==> config.mk <==
export PLATFORM = sky130hd
export DESIGN_NAME = alu_ctrl_seq
export DESIGN_NICKNAME = d
export VERILOG_FILES = /design/src/rtl/alu_ctrl_pkg.sv /design/src/rtl/mdu_lat_counter.sv /design/src/rtl/alu_ctrl_seq.sv
export SDC_FILE = /design/constraint.sdc
export NUM_CORES = 1
export LEC_CHECK = 0
export CAP_MARGIN = 30
export CORE_MARGIN = 4
export CORE_UTILIZATION = 40
export DETAILED_ROUTE_END_ITERATION = 8
export HOLD_SLACK_MARGIN = 0.02
export PLACE_DENSITY = 0.82
export SLEW_MARGIN = 25
export SYNTH_ARGS = -nofsm -noshare
export SYNTH_HDL_FRONTEND = slang
export SYNTH_SLANG_ARGS = --single-unit
==> constraint.sdc <==
create_clock -name clk -period 1.6 [get_ports clk]
set_input_delay 0.32 -clock clk [delete_from_list [all_inputs] [get_ports clk]]
set_output_delay 0.32 -clock clk [all_outputs]
set_load 0.01 [all_outputs]
==> src/rtl/alu_ctrl_pkg.sv <==
// Shared types for the ALU control sequencer: op encodings, ALUOp classes, FSM states.
package alu_ctrl_pkg;

  typedef enum logic [3:0] {
    OP_ADD = 4'd0,
    OP_SUB = 4'd1,
    OP_AND = 4'd2,
    OP_OR  = 4'd3,
    OP_SLT = 4'd4,
    OP_XOR = 4'd5,
    OP_NOR = 4'd6,
    OP_SLL = 4'd7,
    OP_SRL = 4'd8,
    OP_MUL = 4'd9,
    OP_DIV = 4'd10
  } alu_op_e;

  localparam logic [1:0] ALUOP_RTYPE = 2'b00;
  localparam logic [1:0] ALUOP_SUB   = 2'b01;
  localparam logic [1:0] ALUOP_SLT   = 2'b10;
  localparam logic [1:0] ALUOP_ADD   = 2'b11;

  localparam int unsigned FUNC_MAX = 10;

  typedef enum logic {
    ST_IDLE = 1'b0,
    ST_BUSY = 1'b1
  } state_e;

  typedef struct packed {
    alu_op_e op;
    logic    illegal;
  } dec_t;

  // Map ALUOp class plus R-type function code to an ALU op; undefined codes become ADD + illegal.
  function automatic dec_t decode(input logic [1:0] aluop, input logic [31:0] fn);
    dec_t d;
    d.op      = OP_ADD;
    d.illegal = 1'b0;
    case (aluop)
      ALUOP_ADD: d.op = OP_ADD;
      ALUOP_SLT: d.op = OP_SLT;
      ALUOP_SUB: d.op = OP_SUB;
      default: begin
        if (fn > 32'(FUNC_MAX)) begin
          d.illegal = 1'b1;
        end else begin
          d.op = alu_op_e'(fn[3:0]);
        end
      end
    endcase
    return d;
  endfunction

endpackage

==> src/rtl/mdu_lat_counter.sv <==
// Down-counter timing a multi-cycle MUL/DIV; saturates at zero.
module mdu_lat_counter #(
  parameter int unsigned W = 4
) (
  input  logic         clk,
  input  logic         reset,
  input  logic         load,
  input  logic [W-1:0] load_val,
  input  logic         dec,
  output logic         zero
);

  logic [W-1:0] count;

  // Load has priority over decrement; never wraps below zero.
  always_ff @(posedge clk) begin
    if (reset) begin
      count <= '0;
    end else if (load) begin
      count <= load_val;
    end else if (dec && (count != '0)) begin
      count <= count - W'(1);
    end
  end

  assign zero = (count == '0);

endmodule

==> src/rtl/alu_ctrl_seq.sv <==
// ALU control decoder with a two-state sequencer for multi-cycle MUL/DIV.
module alu_ctrl_seq
  import alu_ctrl_pkg::*;
#(
  parameter int unsigned FUNC_W  = 4,
  parameter int unsigned CTRL_W  = 4,
  parameter int unsigned MUL_LAT = 4,
  parameter int unsigned DIV_LAT = 16
) (
  input  logic              clk,
  input  logic              reset,
  input  logic              in_valid,
  output logic              in_ready,
  input  logic [1:0]        ALUOp,
  input  logic [FUNC_W-1:0] Function,
  input  logic              Flush,
  output logic [CTRL_W-1:0] ALU_Control,
  output logic              out_valid,
  output logic              MDU_Start,
  output logic              Stall,
  output logic              Illegal
);

  localparam int unsigned MAX_LAT = (MUL_LAT > DIV_LAT) ? MUL_LAT : DIV_LAT;
  localparam int unsigned CNT_W   = $clog2(MAX_LAT);

  state_e           state;
  logic             valid_q;
  logic             cnt_zero_c;
  logic             accept_c;
  logic             is_mdu_c;
  dec_t             dec_c;
  logic [CNT_W-1:0] load_val_c;

  // Handshake and decode of the offered op.
  assign in_ready   = (state == ST_IDLE) & ~Flush & ~reset;
  assign accept_c   = in_valid & in_ready;
  assign dec_c      = decode(ALUOp, 32'(Function));
  assign is_mdu_c   = (dec_c.op == OP_MUL) || (dec_c.op == OP_DIV);
  assign load_val_c = (dec_c.op == OP_MUL) ? CNT_W'(MUL_LAT - 1) : CNT_W'(DIV_LAT - 1);

  // Multi-cycle completion fires in the last BUSY cycle unless flushed or reset.
  assign Stall     = (state == ST_BUSY);
  assign out_valid = valid_q | ((state == ST_BUSY) & cnt_zero_c & ~Flush & ~reset);

  mdu_lat_counter #(.W(CNT_W)) u_lat_cnt (
    .clk      (clk),
    .reset    (reset),
    .load     (accept_c & is_mdu_c),
    .load_val (load_val_c),
    .dec      (state == ST_BUSY),
    .zero     (cnt_zero_c)
  );

  // Sequencer: single-cycle ops stay IDLE, MUL/DIV hold BUSY until done or flushed.
  always_ff @(posedge clk) begin
    if (reset) begin
      state       <= ST_IDLE;
      ALU_Control <= '0;
      valid_q     <= 1'b0;
      MDU_Start   <= 1'b0;
      Illegal     <= 1'b0;
    end else begin
      valid_q   <= 1'b0;
      MDU_Start <= 1'b0;
      Illegal   <= 1'b0;
      if (state == ST_IDLE) begin
        if (accept_c) begin
          ALU_Control <= CTRL_W'(dec_c.op);
          if (is_mdu_c) begin
            state     <= ST_BUSY;
            MDU_Start <= 1'b1;
          end else begin
            valid_q <= 1'b1;
            Illegal <= dec_c.illegal;
          end
        end
      end else begin
        if (Flush || cnt_zero_c) begin
          state <= ST_IDLE;
        end
      end
    end
  end

endmodule
# == Word level (Yosys, flattened, before mapping) ==
# Index checks and enable logic that the tools add are counted.
# W data, S select, Z words.
# classes
n_addsub,1
order_cmp,1
n_eq_ne,5
mux,11
bitwise,12
reduce_logical,10
# op_table
cell,n
$mux W4,4
$pmux W4 S3,1
$eq A4 B4 Y1 const B,2
$and A1 B1 Y1,7
$reduce_or A7 Y1,1
$mux W1,6
$eq A2 B2 Y1 const B,2
$gt A4 B4 Y1 const B,1
$logic_not A4 Y1,1
$not A1 Y1,4
$reduce_bool A4 Y1,1
$sub A4 B1 Y4 const B,1
$reduce_or A3 Y1,1
$eq A2 B1 Y1 const B,1
$logic_or A1 B1 Y1,2
$reduce_and A2 Y1,1
$reduce_bool A2 Y1,1
$reduce_or A2 Y1,1
$logic_and A1 B1 Y1,1
$or A1 B1 Y1,1
# totals
reg_bits,12
out_inout_bits,9

# == Logic depth before layout (Yosys ltp) ==
# Gate-level depths: netlist of the first run.
# logic_depth
word_depth,8
ltp_mapped,6
depth_no_buf,6

# == Hierarchy ==
# From an unflattened synthesis of the first run, not the netlist that was laid out.
# hier_totals
hier_cells,72
area_unflattened_um2,635.6
# modules_own_cells
mod,n_inst,cells_each,area_per_inst_um2,seq_area_each_um2
alu_ctrl_seq,1,43,372.9,160.2
mdu_lat_counter,1,29,262.8,80.1

# == Worst setup path after synthesis of the first run ==
# No wires, ideal clock.
# synth_timing
kind,reg2reg
startpoint,"register state, in the netlist Stall"
endpoint,register u_lat_cnt.count[2]
setup_time_ps,137
arrival_time_ps,1479
required_ps,1463
setup_slack_ps,-16
stages_incl_launch_ff,6
n_path_buf,1
synth_period_minus_slack_ps,1616
path_cell_list,dfxtp_1 -> or4b_4 -> buf_6 -> o32a_1 -> a21oi_2 -> a311oi_2
# synth_between
elab_chain_cells,6
# synth_rtl
element,line,rtl
"start, declared",alu_ctrl_seq.sv:27,state_e state;
"start signal, assigned",alu_ctrl_seq.sv:58,state <= ST_IDLE;
"start signal, assigned",alu_ctrl_seq.sv:71,state <= ST_BUSY;
"start signal, assigned",alu_ctrl_seq.sv:80,state <= ST_IDLE;
$not A1 Y1 (no source line),--,
$and A1 B1 Y1 (2 in a row),alu_ctrl_seq.sv:36,assign in_ready = (state == ST_IDLE) & ~Flush & ~reset;
$and A1 B1 Y1,alu_ctrl_seq.sv:37,assign accept_c = in_valid & in_ready;
$and A1 B1 Y1,alu_ctrl_seq.sv:49,".load (accept_c & is_mdu_c),"
$mux W4 / $reduce_bool A2 Y1 (equally long branches),--,
"end signal, assigned",mdu_lat_counter.sv:20,count <= load_val;
"end signal, assigned",mdu_lat_counter.sv:22,count <= count - W'(1);
"end, declared",mdu_lat_counter.sv:13,logic [W-1:0] count;
# Parallel ways exist; a longest one is shown, timed or not.
# A chain may end at the register's enable or synchronous reset.

# == Final worst setup path of the first run ==
# layout_timing
startpoint,register u_lat_cnt.count[1]
endpoint,output out_valid
# layout_between
elab_chain_cells,5
# layout_rtl
element,line,rtl
$logic_not A4 Y1,mdu_lat_counter.sv:26,assign zero = (count == '0);
$and A1 B1 Y1 (3 in a row),alu_ctrl_seq.sv:44,assign out_valid = valid_q | ((state == ST_BUSY) & cnt_zero_c & ~Flush & ~reset);
$or A1 B1 Y1,alu_ctrl_seq.sv:44,
"end, declared",alu_ctrl_seq.sv:18,"output logic out_valid,"
# Every way passes these cells.

==> results of run 1 <==
## registers in the layout, indices dropped and copies added (netlist names)
name,count
valid_q,1
MDU_Start,1
Illegal,1
u_lat_cnt.count,4
ALU_Control,4
Stall,1
## worst max-delay path by stage
stage                        from                  to  slack, ns  depth (start not counted)
2_1_floorplan               reset  u_lat_cnt.count[2]       0.04                          5
3_3_place_gp                reset  u_lat_cnt.count[2]      -0.43                          5
3_5_place_dp                reset  u_lat_cnt.count[3]      -0.51                          5
4_1_cts                     Stall  u_lat_cnt.count[2]      -0.05                          4
5_1_grt        u_lat_cnt.count[1]           out_valid      -0.09                          5
6_report       u_lat_cnt.count[1]           out_valid      -0.05                          5
## stage by stage
stage               hold WS (ns)  instances  instance area [µm²]  setup slack [ns]
global route               0.488        130                 1090           -0.0908
CTS                        0.474        129                 1080           -0.0527
global placement           0.447        123                  963            -0.428
floorplan                  0.460         74                  644            0.0380
detailed placement         0.457        123                  963            -0.509
finish                     0.470        130                 1090           -0.0471
## power breakdown
part | total, W | internal [W] | switching (W) | leakage (nW)
logic | 0.000107 | 0.0000555 | 0.0000515 | 0.346
registers | 0.000302 | 0.000300 | 0.00000188 | 0.0988
clock network | 0.000251 | 0.000138 | 0.000113 | 0.0210
total | 0.000660 | 0.000494 | 0.000166 | 0.465
## worst register-to-register path, stage by stage (launching register included)
cell and delay [ns]:
dfxtp_4 0.37, or4b_4 0.59, o32a_1 0.37, a21oi_2 0.13
a311oi_2 0.05
## metal layers
metal	vias to the layer above	track usage, %
met5	-	0
met4	0	6.45
met3	6	3.32
met2	24	27.4
met1	318	22.9
li1	347	-
## cells by family after synthesis
group           share of synthesized area (%)
xor+xnor                                 2.72
buf+inv                                  8.95
compound gates                           23.2
mux                                      1.75
flops                                    37.4
fa+ha+maj                                1.95
simple gates                             24.1
## Yosys cell counts, types with 3 or more instances
| cell | number | area, µm² |
|---|---|---|
| nand2_1 | 3 | 11.3 |
| dfxtp_1 | 12 | 240 |
| nor2_1 | 5 | 18.8 |
| inv_1 | 9 | 33.8 |
| o21ai_0 | 3 | 15.0 |
| a21oi_1 | 7 | 35.0 |
## area by class of cell
type	instances	area (µm²)
Tap cell	16	20.0
Multi-Input combinational cell	49	403
Inverter	9	33.8
Fill cell	101	412
Timing Repair Buffer	40	355
Sequential cell	12	246
Clock buffer	4	36.3
## timing repair
item,4_1_cts,5_1_grt
endpoints found under the hold margin,0,0
hold buffers,0,0
pin swaps,7,6
setup buffers,2,1
setup endpoints to repair,13,6
gates resized for setup,26,3
==> metrics.cfg, run 1 <==
[setup_path]
critPathCaptureType = output port
ff2ff_setup_slack_ns = -0.03
crit_path_top_delay_cell = dfxtp_2
timing.rr.end = u_lat_cnt.count[2]
cpLargestDelayFamily = flip-flops
crit_chain = inv_2 > ha_4 > nor3b_4 > a31o_2 > buf_6
crit_required_ns = 1.28
path_class = reg2out
critical_path_buf_inv_count = 2
worstPathMaxFanout = 2
cp-start-kind = register
arrival_ns = 1.33
r2r_cells = 4
max_stage_delay_ns = 0.33
worstReg2RegStart = Stall

[timing]
fin_tns_setup_ns = -0.0989
max_slew_margin_pct = 66.4
fin_crit_sh_pct = 103
final_hold_viol_count = 0
rsz0062_at_grt = true
post-route-min-period_ns = 1.65
max_clock_freq_mhz = 607
worstMarginPinSlew_ns = 0.498
worst_slack_ns = -0.0471
final_max_slew_viol_count = 0
finalSetupViolations = 3
clock_skew_ns = 0.00898

[grt]
grt_pass1_wl_um = 2760
grt_pass1_vias = 653
antenna_found_initial = 0
grt-ovfl-total = 0
track_usage_pct = 17.2
grt_max_degree = 9

[logic_synthesis]
async_reset_ff_share_pct = 0
yosysUniqueCellTypes = 31
ys_seq_area_share_pct = 37.4
syn-num-nets = 85
syn_area_um2 = 643
syn_inst = 74
syn_area_per_cell_um2 = 8.69
ys_warn_count = 0
synth_edf_count = 0
synthFlopType = dfxtp_1
ys_ff_latch = 12

[placement]
post-dp-hpwl_um = 1310
numPortBuffers = 18
place.gp.congestion = 0.812

[die]
io_pins = 19
die_x_um = 48.1
die_h_um = 48.1
core.rowCount = 14
initial_core_util_pct = 42.7
core_um2 = 1510
design.die.area_um2 = 2310

[cts]
cts-htree-levels = 1
cts_tree = done
cts_made_buffers = 3
clkTransAtPathRegs_ns = 0.09
cts-root-buf = clkbuf_4
clockBufferDepth = 2
cts_sinks = 12
clk_latency_ns = 0.28

[routing]
drt-total-wl_um = 1890
vias = 695
highest_layer = met4
drt-pass1-iter-count = 4
viasPerCell = 5.35
drc_errors = 0
drtIter0Drc = 10
met1_length_um = 833
met2_length_um = 930
wl_met3_um = 77
postRouteAntennaNets = 0
wl_per_cell_um = 14.6

[layout]
final_common_cell = buf_4
antenna_cells = 0
drive_gt1_share_pct = 40.4
final_nets = 126
syn2layout_area_growth_pct = 70.2
final_cell_mix = buf_4 (21), dfxtp_1 (9), clkdlybuf4s50_1 (8)
final_core_util_pct = 72.7

[pwr]
power-per-cell-area_nw_per_um2 = 603
vdd_drop_max_mv = 0.449
p_leak_nw = 0.465
fin_total_pwr_w = 0.000660

[outcome]
status = complete, but fails checks
violations = negative setup slack

[hold_path]
hold_depth = 2
hp-class = reg2reg
hp-start = ALU_Control[2]
holdPathEnd = ALU_Control[2]

[job]
cap_viol_max_count = 0

No activity file was read; power rests on OpenSTA's default activity.
==> run 2, diff against run 1 <==
--- a/config.mk
+++ b/config.mk
@@ -11,6 +11,7 @@
 export DETAILED_ROUTE_END_ITERATION = 8
 export HOLD_SLACK_MARGIN = 0.02
 export PLACE_DENSITY = 0.82
+export SKIP_CTS_REPAIR_TIMING = 1
 export SLEW_MARGIN = 25
 export SYNTH_ARGS = -nofsm -noshare
 export SYNTH_HDL_FRONTEND = slang
==> run 2 against run 1 <==
  * The run still ends with negative setup slack left
  * Critical path depth shrank 1
  * Core utilization grew 0.25 points
  * Via count grew 5.0%
  * Register-to-register slack lost 0.02 ns
  * Clock skew shrank 0.0017 ns
  * Final cell count shrank 0.77%
  * Die area is the same
  * First-iteration DRC count grew 50%
  * Sequential power is essentially flat
  * Count of clock-buffer cells in the layout is the same
  * Combinational power is essentially flat
  * Largest power group unchanged
==> metrics.cfg, run 2 (same netlist as run 1, synthesis figures left out) <==
[outcome]
status = complete, but fails checks  ; unchanged
violations = negative setup slack  ; unchanged

[hold_path]
hp-class = in2reg  ; was reg2reg
holdPathEnd = Stall  ; was ALU_Control[2]
hold_depth = 3  ; was 2
hp-start = in_valid  ; was ALU_Control[2]

[cts]
clkTransAtPathRegs_ns = 0.09  ; about the same
cts-htree-levels = 1  ; unchanged
cts_made_buffers = 3  ; unchanged
clockBufferDepth = 2  ; unchanged
clk_latency_ns = 0.28  ; about the same
cts_tree = done  ; unchanged
cts_sinks = 12  ; unchanged
cts-root-buf = clkbuf_4  ; unchanged

[setup_path]
timing.rr.end = u_lat_cnt.count[2]  ; unchanged
path_class = reg2reg  ; was reg2out
crit_chain = or4b_4 > o32a_1 > a21oi_2 > a311oi_2  ; was inv_2 > ha_4 > nor3b_4 > a31o_2 > buf_6
r2r_cells = 4  ; unchanged
crit_path_top_delay_cell = or4b_4  ; was dfxtp_2
critPathCaptureType = register  ; was output port
worstReg2RegStart = Stall  ; unchanged
ff2ff_setup_slack_ns = -0.05  ; was -0.03 ns
critical_path_buf_inv_count = 0  ; was 2
max_stage_delay_ns = 0.60  ; was 0.33 ns
arrival_ns = 1.80  ; was 1.33 ns
crit_required_ns = 1.75  ; was 1.28 ns
cpLargestDelayFamily = simple AND/OR/NAND/NOR gates  ; was flip-flops
cp-start-kind = register  ; unchanged
worstPathMaxFanout = 8  ; was 2

[grt]
grt_pass1_vias = 650  ; was 653
antenna_found_initial = 0  ; unchanged
grt_pass1_wl_um = 2550  ; was 2760 µm
track_usage_pct = 15.8  ; was 17.2%
grt_max_degree = 9  ; unchanged
grt-ovfl-total = 0  ; unchanged

[timing]
finalSetupViolations = 2  ; was 3
max_slew_margin_pct = 66.2  ; was 66.4%
clock_skew_ns = 0.00731  ; was 0.00898 ns
fin_tns_setup_ns = -0.0913  ; was -0.0989 ns
final_hold_viol_count = 0  ; unchanged
post-route-min-period_ns = 1.65  ; about the same
worstMarginPinSlew_ns = 0.501  ; was 0.498 ns
final_max_slew_viol_count = 0  ; unchanged
fin_crit_sh_pct = 103  ; about the same
worst_slack_ns = -0.0470  ; was -0.0471 ns
rsz0062_at_grt = true  ; unchanged
max_clock_freq_mhz = 607  ; about the same

[routing]
viasPerCell = 5.66  ; was 5.35
drt-total-wl_um = 1920  ; was 1890 µm
drtIter0Drc = 15  ; was 10
vias = 730  ; was 695
drt-pass1-iter-count = 4  ; unchanged
drc_errors = 0  ; unchanged
postRouteAntennaNets = 0  ; unchanged
wl_per_cell_um = 14.9  ; was 14.6 µm

[layout]
final_nets = 125  ; was 126
final_cell_mix = buf_4 (21), dfxtp_1 (9), dlymetal6s2s_1 (9)  ; was buf_4 (21), dfxtp_1 (9), clkdlybuf4s50_1 (8)
final_common_cell = buf_4  ; unchanged
final_area_um2 = 1100  ; was 1090 µm²
drive_gt1_share_pct = 40.7  ; was 40.4%
num-fill-cells = 104  ; was 101
reg.largest.list = ALU_Control (4), u_lat_cnt.count (4)  ; unchanged
fin_cells = 129  ; was 130
final_core_util_pct = 72.9  ; was 72.7%
syn2layout_area_growth_pct = 70.8  ; was 70.2%
antenna_cells = 0  ; unchanged

[placement]
post_dp_cell_area_um2 = 963  ; unchanged
dp.cells = 123  ; unchanged
place.gp.congestion = 0.812  ; unchanged
post-dp-hpwl_um = 1310  ; unchanged
numPortBuffers = 18  ; unchanged

[pwr]
p_leak_nw = 0.516  ; was 0.465 nW
power-per-cell-area_nw_per_um2 = 602  ; was 603 nW/µm²
vdd_drop_max_mv = 0.462  ; was 0.449 mV

[die]
io_pins = 19  ; unchanged
design.die.area_um2 = 2310  ; unchanged
core_um2 = 1510  ; unchanged
die_h_um = 48.1  ; unchanged
core.rowCount = 14  ; unchanged
die_x_um = 48.1  ; unchanged
initial_core_util_pct = 42.7  ; unchanged

[job]
cap_viol_max_count = 0  ; unchanged

[run 2: cell types whose count changed in the layout (fill, tap and decap cells not counted), sizes merged]
cell          delta
dlygate4sd2      -7
dlymetal6s2s     +7
buf              -1
[run 2: worst max-delay path by stage]
stage / start / to / slack, ns / depth (start not counted)
floorplan: reset / u_lat_cnt.count[2] / 0.04 / 5
global route: Stall / u_lat_cnt.count[2] / -0.09 / 4
finish: Stall / u_lat_cnt.count[2] / -0.05 / 4
CTS: u_lat_cnt.count[0] / out_valid / -0.61 / 5
global placement: reset / u_lat_cnt.count[2] / -0.43 / 5
detailed placement: reset / u_lat_cnt.count[3] / -0.51 / 5
[run 2: metal layers]
metal,up-vias,global-route usage (%),wire length (µm)
met5,-,0,0
met4,0,8.06,34
met3,4,3.69,89
met2,28,26.4,950
met1,352,18.8,847
li1,346,-,-
[run 2: power breakdown]
group / switching (W) / leakage, nW / internal [W] / total (W)
clock network: 0.000112 / 0.0210 / 0.000138 / 0.000250
registers: 0.00000196 / 0.0988 / 0.000300 / 0.000302
logic: 0.0000505 / 0.396 / 0.0000586 / 0.000109
[run 2: tightest hold or removal path, stage by stage]
cell	delay (ns)
dlymetal6s2s_1	0.14
nand3_2	0.12
a21oi_1	0.07
[run 2: area by class of cell]
cell class	count	area, µm²	area share (%)
Tap cell	16	20.0	1.82
Timing Repair Buffer	39	362	32.9
Sequential cell	12	246	22.4
Inverter	9	33.8	3.08
Multi-Input combinational cell	49	400	36.4
Clock buffer	4	36.3	3.30
[run 2: per-stage QoR]
step	hold WS (ns)	total power, W	worst slack, ns
final	0.405	0.000661	-0.0470
after global routing	0.406	0.000687	-0.0943
after CTS	0.474	0.000657	-0.607
after detailed placement	0.457	0.000412	-0.509
after global placement	0.447	0.000409	-0.428
after floorplan	0.460	0.000352	0.0380
